==> config.mk <==
export PLATFORM = sky130hd
export DESIGN_NAME = packet_verdict_gate
export DESIGN_NICKNAME = d
export VERILOG_FILES = /design/src/rtl/packet_verdict_gate.sv
export SDC_FILE = /design/constraint.sdc
export NUM_CORES = 1
export LEC_CHECK = 0
export BUFFER_PORTS_ARGS = -buffer_cell sky130_fd_sc_hd__buf_2
export CAP_MARGIN = 40
export CORE_ASPECT_RATIO = 0.5
export CORE_UTILIZATION = 30
export CTS_CLUSTER_DIAMETER = 30
export DETAILED_ROUTE_END_ITERATION = 10
export GPL_TIMING_DRIVEN = 0
export RECOVER_POWER = 50
export SETUP_SLACK_MARGIN = 0.05
export SLEW_MARGIN = 20
export SYNTH_ARGS = -nofsm -noshare
export SYNTH_HDL_FRONTEND = slang
export SYNTH_SLANG_ARGS = --single-unit
==> constraint.sdc <==
create_clock -name sys_clk -period 6.8 [get_ports sys_clk]
set_input_delay 0.68 -clock sys_clk [delete_from_list [all_inputs] [get_ports sys_clk]]
set_output_delay 0.68 -clock sys_clk [all_outputs]
set_load 0.01 [all_outputs]
==> src/rtl/packet_verdict_gate.sv <==
// Verdict gate: queues one pass/drop flag per packet entering the delay fifo
// and applies it to the same packet as it leaves the fifo. Dropped packets
// are removed whole; passed words are forwarded one cycle late.

package avln_pkg;
    typedef struct packed {
        logic        valid;
        logic        sop;
        logic        eop;
        logic [1:0]  empty;
        logic        error;
        logic [31:0] data;
    } avln_st;
endpackage

module packet_verdict_gate
    import avln_pkg::*;
#(
    parameter int DEPTH = 16,
    parameter int CNT_W = 32
) (
    input  logic             sys_clk,
    input  logic             reset,
    input  avln_st           in,
    input  logic             verdict_valid,
    input  logic             verdict_drop,
    input  avln_st           dly,
    output avln_st           out,
    output logic             drop_pulse,
    output logic [CNT_W-1:0] pass_count,
    output logic [CNT_W-1:0] drop_count,
    output logic             overflow,
    output logic             underflow
);
    localparam int IDX_W = $clog2(DEPTH);
    localparam int PTR_W = IDX_W + 1;

    typedef enum logic {GATE_PASS, GATE_DROP} gate_t;

    logic [DEPTH-1:0] flags_reg;
    logic [DEPTH-1:0] flags_next;
    logic [PTR_W-1:0] wr_ptr_reg;
    logic [PTR_W-1:0] rd_ptr_reg;
    logic             tail_ok_reg;
    gate_t            state_reg;

    logic [PTR_W-1:0] fill;
    logic [PTR_W-1:0] tail_ptr;
    logic [IDX_W-1:0] wr_idx;
    logic [IDX_W-1:0] rd_idx;
    logic [IDX_W-1:0] tail_idx;
    logic             push_req;
    logic             pop_req;
    logic             q_empty;
    logic             q_full;
    logic             push_ok;
    logic             pop_ok;
    logic             mark;
    logic             bypass;
    logic             decision_drop;
    logic             gated;
    logic             unused_in;

    // Only the framing bits of the undelayed stream matter here.
    assign unused_in = &{1'b0, in.eop, in.empty, in.error, in.data};

    assign push_req = in.valid & in.sop;
    assign pop_req  = dly.valid & dly.sop;

    assign fill     = wr_ptr_reg - rd_ptr_reg;
    assign q_empty  = (fill == '0);
    assign q_full   = (fill == PTR_W'(DEPTH));
    assign tail_ptr = wr_ptr_reg - PTR_W'(1);
    assign wr_idx   = wr_ptr_reg[IDX_W-1:0];
    assign rd_idx   = rd_ptr_reg[IDX_W-1:0];
    assign tail_idx = tail_ptr[IDX_W-1:0];

    // A pop on a full queue frees the slot the push needs in the same cycle.
    assign pop_ok  = pop_req & ~q_empty;
    assign push_ok = push_req & (~q_full | pop_req);

    // Verdicts always target the entry that was tail before any push this cycle.
    assign mark = verdict_valid & tail_ok_reg;

    // When the tail is also the head being popped, the late verdict is folded
    // straight into the decision instead of waiting for the flag write.
    assign bypass        = mark & verdict_drop & (tail_ptr == rd_ptr_reg);
    assign decision_drop = pop_ok & (flags_reg[rd_idx] | bypass);
    assign gated         = pop_req ? decision_drop : (state_reg == GATE_DROP);

    generate
        for (genvar gi = 0; gi < DEPTH; gi++) begin : g_entry
            assign flags_next[gi] =
                (push_ok && wr_idx == IDX_W'(gi))  ? 1'b0 :
                (mark && tail_idx == IDX_W'(gi))   ? (flags_reg[gi] | verdict_drop) :
                flags_reg[gi];
        end
    endgenerate

    // Verdict flag storage: cleared on push, accumulates drop verdicts while tail.
    always_ff @(posedge sys_clk or posedge reset) begin
        if (reset) begin
            flags_reg <= '0;
        end else begin
            flags_reg <= flags_next;
        end
    end

    // Queue pointers, tail validity and sticky error flags.
    always_ff @(posedge sys_clk or posedge reset) begin
        if (reset) begin
            wr_ptr_reg  <= '0;
            rd_ptr_reg  <= '0;
            tail_ok_reg <= 1'b0;
            overflow    <= 1'b0;
            underflow   <= 1'b0;
        end else begin
            if (push_ok) begin
                wr_ptr_reg <= wr_ptr_reg + PTR_W'(1);
            end
            if (pop_ok) begin
                rd_ptr_reg <= rd_ptr_reg + PTR_W'(1);
            end
            if (push_req) begin
                tail_ok_reg <= push_ok;
            end
            if (push_req && !push_ok) begin
                overflow <= 1'b1;
            end
            if (pop_req && q_empty) begin
                underflow <= 1'b1;
            end
        end
    end

    // Per-packet pass/drop counters, bumped once at each delayed sop.
    always_ff @(posedge sys_clk or posedge reset) begin
        if (reset) begin
            pass_count <= '0;
            drop_count <= '0;
        end else if (pop_req) begin
            if (decision_drop) begin
                drop_count <= drop_count + CNT_W'(1);
            end else begin
                pass_count <= pass_count + CNT_W'(1);
            end
        end
    end

    // Gate FSM with registered output stream and drop pulse.
    always_ff @(posedge sys_clk or posedge reset) begin
        if (reset) begin
            state_reg  <= GATE_PASS;
            out        <= '0;
            drop_pulse <= 1'b0;
        end else begin
            if (pop_req) begin
                state_reg <= (decision_drop && !dly.eop) ? GATE_DROP : GATE_PASS;
            end else if (dly.valid && dly.eop) begin
                state_reg <= GATE_PASS;
            end
            out       <= dly;
            out.valid <= dly.valid & ~gated;
            out.sop   <= dly.sop & ~gated;
            out.eop   <= dly.eop & ~gated;
            drop_pulse <= decision_drop;
        end
    end

endmodule

==> results.cfg <==
[status]
status = finished with violations
violations = capacitance limit, slew limit

[yosys]
syn_area_um2 = 5770
synth_edf_count = 0
yosysWarnings = 0
synth_seq_cells = 133
synth_cell_types = 41
syn_area_per_cell_um2 = 11.9
synth-seq-area-share_pct = 57.7
ys.flop_type = dfrtp_1
synth_nets = 576
synthArstFlopShare_pct = 100
synthCells = 484

[timing]
rsz0062_at_grt = no
slew_headroom_pct = -106
slew_viol_final = 68
whs_ns = 0.362
tns_ns = 0
finalSetupViolCount = 0
tightest_slew_ns = 3.07
clock.fmax_ghz = 0.302
postLayoutSetupSlackWorst_ns = 3.49
period_share_pct = 48.7
fin_crit_ns = 3.31
hold_viol = 0
skew_ns = 0.00774

[clocking]
htreeDepth = 4
insertion_delay_ns = 0.42
postCtsSetupRepairBufs = 0
cts_inserted_buffers = 17
holdBufCountCts = 0
cts_root_buf = clkbuf_16
cts_max_path_buffers = 2
cts_tree = built
clock_sinks = 133
cts.clk_slew.worst_paths_ns = 0.06
cts.repair.resized = 0

[setup_path]
crit_type = reg -> reg
critPathMaxFanout = 10
crit_arrival_ns = 3.61
start_kind = register
rr_worst_depth = 10
worstSetupEndpointType = register
cp_data_required_time_ns = 7.10

[global_route]
grt_max_degree = 69
grt_pass1_vias = 4186
antenna_found_initial = 0
grt_usage_pct = 14.5
gr-total-overflow = 0
grt_pass1_wl_um = 22400

[drt]
drtAntennaViolNets = 0
drc = 0
dr.pass1.iters = 5
avgRoutedWirePerCell_um = 14.7
drt_iter0_markers = 265
wl_um = 13600
num_vias = 4277
post_drt_via_cell_ratio = 4.63

[placement]
port_buffers = 148
gp_congestion = 0.836
dp_slack_ns = 3.45
dp_hpwl_um = 10000
placed_cell_area_um2 = 6870

[final_layout]
drive_gt1_share_pct = 29.8
area.growth.synth_to_final_pct = 29.2
antenna_cells = 0
regMostFlops = out
final_core_util_pct = 40.1
largest_reg_flops = 38
design_area_um2 = 7460
largestRegisters = out x38, drop_count x32, pass_count x32
final_nets = 744

[die]
num_rows = 35
io_pins = 185
die_x_um = 198
coreArea_um2 = 18600
die_height_um = 100
start_util_pct = 31.0
die_area_um2 = 19800

[run]
max_cap_violations = 1

[worst_hold_path]
min_path_cells = 1
holdCritPathClass = in -> reg

[power_and_ir_drop]
vdd_drop_max_mv = 0.249
p_per_area_nw_per_um2 = 373
power.leakage_uw = 0.00364
[synth_stat cells, drive strengths merged (6+ instances only)]
cell	n	share of area [%]
dfrtp	133	58
nand3	20	2.0
xnor2	32	4.9
ha	12	2.6
nand2	32	2.1
nor2	21	1.4
o21ai	7	0.61
nor3	12	1.0
nor2b	6	0.65
clkbuf	9	0.59
and3	17	1.8
a31oi	16	1.7
a21oi	19	1.6
and2	8	0.87
inv	16	1.0
nand4	14	1.5
buf	8	0.78
nor4	23	3.8
xor2	47	7.3
[stage by stage]
stage,std cells,power [uW]
after floorplan,484,1600
after global placement,891,1810
after detailed placement,892,1830
after CTS,924,2810
after global routing,924,2950
final,924,2780
[power by group]
part / leakage (uW) / internal (uW) / total, uW / switching, uW
sequential: 0.00167 / 925 / 1030 / 107
combinational: 0.00168 / 318 / 784 / 466
clock: 0.000289 / 592 / 963 / 370
total: 0.00364 / 1830 / 2780 / 944
[critical path, stage by stage (launching register included)]
cell,delay (ns)
dfrtp_1,0.32
clkbuf_1,0.43
inv_1,0.14
ha_1,0.35
o21ai_1,0.12
a2111oi_2,0.50
a311oi_4,0.17
a21oi_1,0.57
buf_4,0.30
nand4_1,0.13
xnor2_1,0.16
[worst paths after layout]
kind                          startpoint  slack, ns        endpoint
max                        rd_ptr_reg[2]       3.49  pass_count[21]
min                              dly[34]       0.36         out[34]
max reg2reg                rd_ptr_reg[2]       3.49  pass_count[21]
min reg2reg                    underflow       0.46       underflow
max in group asynchronous          reset       4.27  drop_count[16]
min in group asynchronous          reset       1.15          out[5]
[layer usage]
metal  vias to the layer above  routed length, um  global-route usage (%)
met1                      2130               6560                    20.1
met5                         -                  0                       0
li1                       2038                  -                       -
met4                         0                155                    4.41
met3                        17                624                    4.13
met2                        92               6220                    21.9
[logic make-up after synthesis]
group	count (synthesis)	synth area share [%]
AOI/OAI and AO/OA	51	5.81
xor gates and xnor gates	79	12.1
adders and majority gates	12	2.60
buffers and inverters	33	2.41
DFF	133	57.7
muxes	9	2.47
and+or+nand+nor	167	16.9
[layout make-up]
class / count / area, um2
buffer: 17 / 78.8
clock buffer: 19 / 443
clock inverter: 13 / 171
fill: 1801 / 11200
inverter: 16 / 61.3
multi-input combinational: 318 / 2300
sequential: 133 / 3330
tap: 259 / 324
timing repair buffer: 149 / 747
[layout by cell type, fill, tap and decap left out, types with 2 or more instances in the layout]
cell | synthesis | routed
bufinv_16 | 0 | 3
clkbuf_1 | 9 | 27
nand3_1 | 19 | 19
xor2_1 | 46 | 46
nor4_1 | 11 | 11
nand2_1 | 32 | 32
nor2b_1 | 6 | 6
nor3_1 | 12 | 12
mux2_2 | 2 | 2
mux4_2 | 4 | 4
inv_6 | 0 | 3
buf_2 | 6 | 137
nor4_2 | 12 | 12
a31oi_1 | 16 | 16
nor4b_1 | 4 | 4
nand2b_1 | 2 | 2
a2111oi_2 | 2 | 2
inv_1 | 16 | 15
nor2_1 | 21 | 21
o21ai_0 | 6 | 6
clkbuf_16 | 0 | 17
dfrtp_1 | 133 | 133
ha_1 | 12 | 12
a21oi_1 | 19 | 19
and2_1 | 8 | 8
buf_4 | 2 | 2
xnor2_1 | 32 | 32
clkinvlp_4 | 0 | 4
nand4_1 | 14 | 14
mux2i_1 | 3 | 3
and3_1 | 17 | 17
and4_1 | 3 | 3
or2_2 | 3 | 3
No activity file was read; power rests on OpenSTA's default activity.
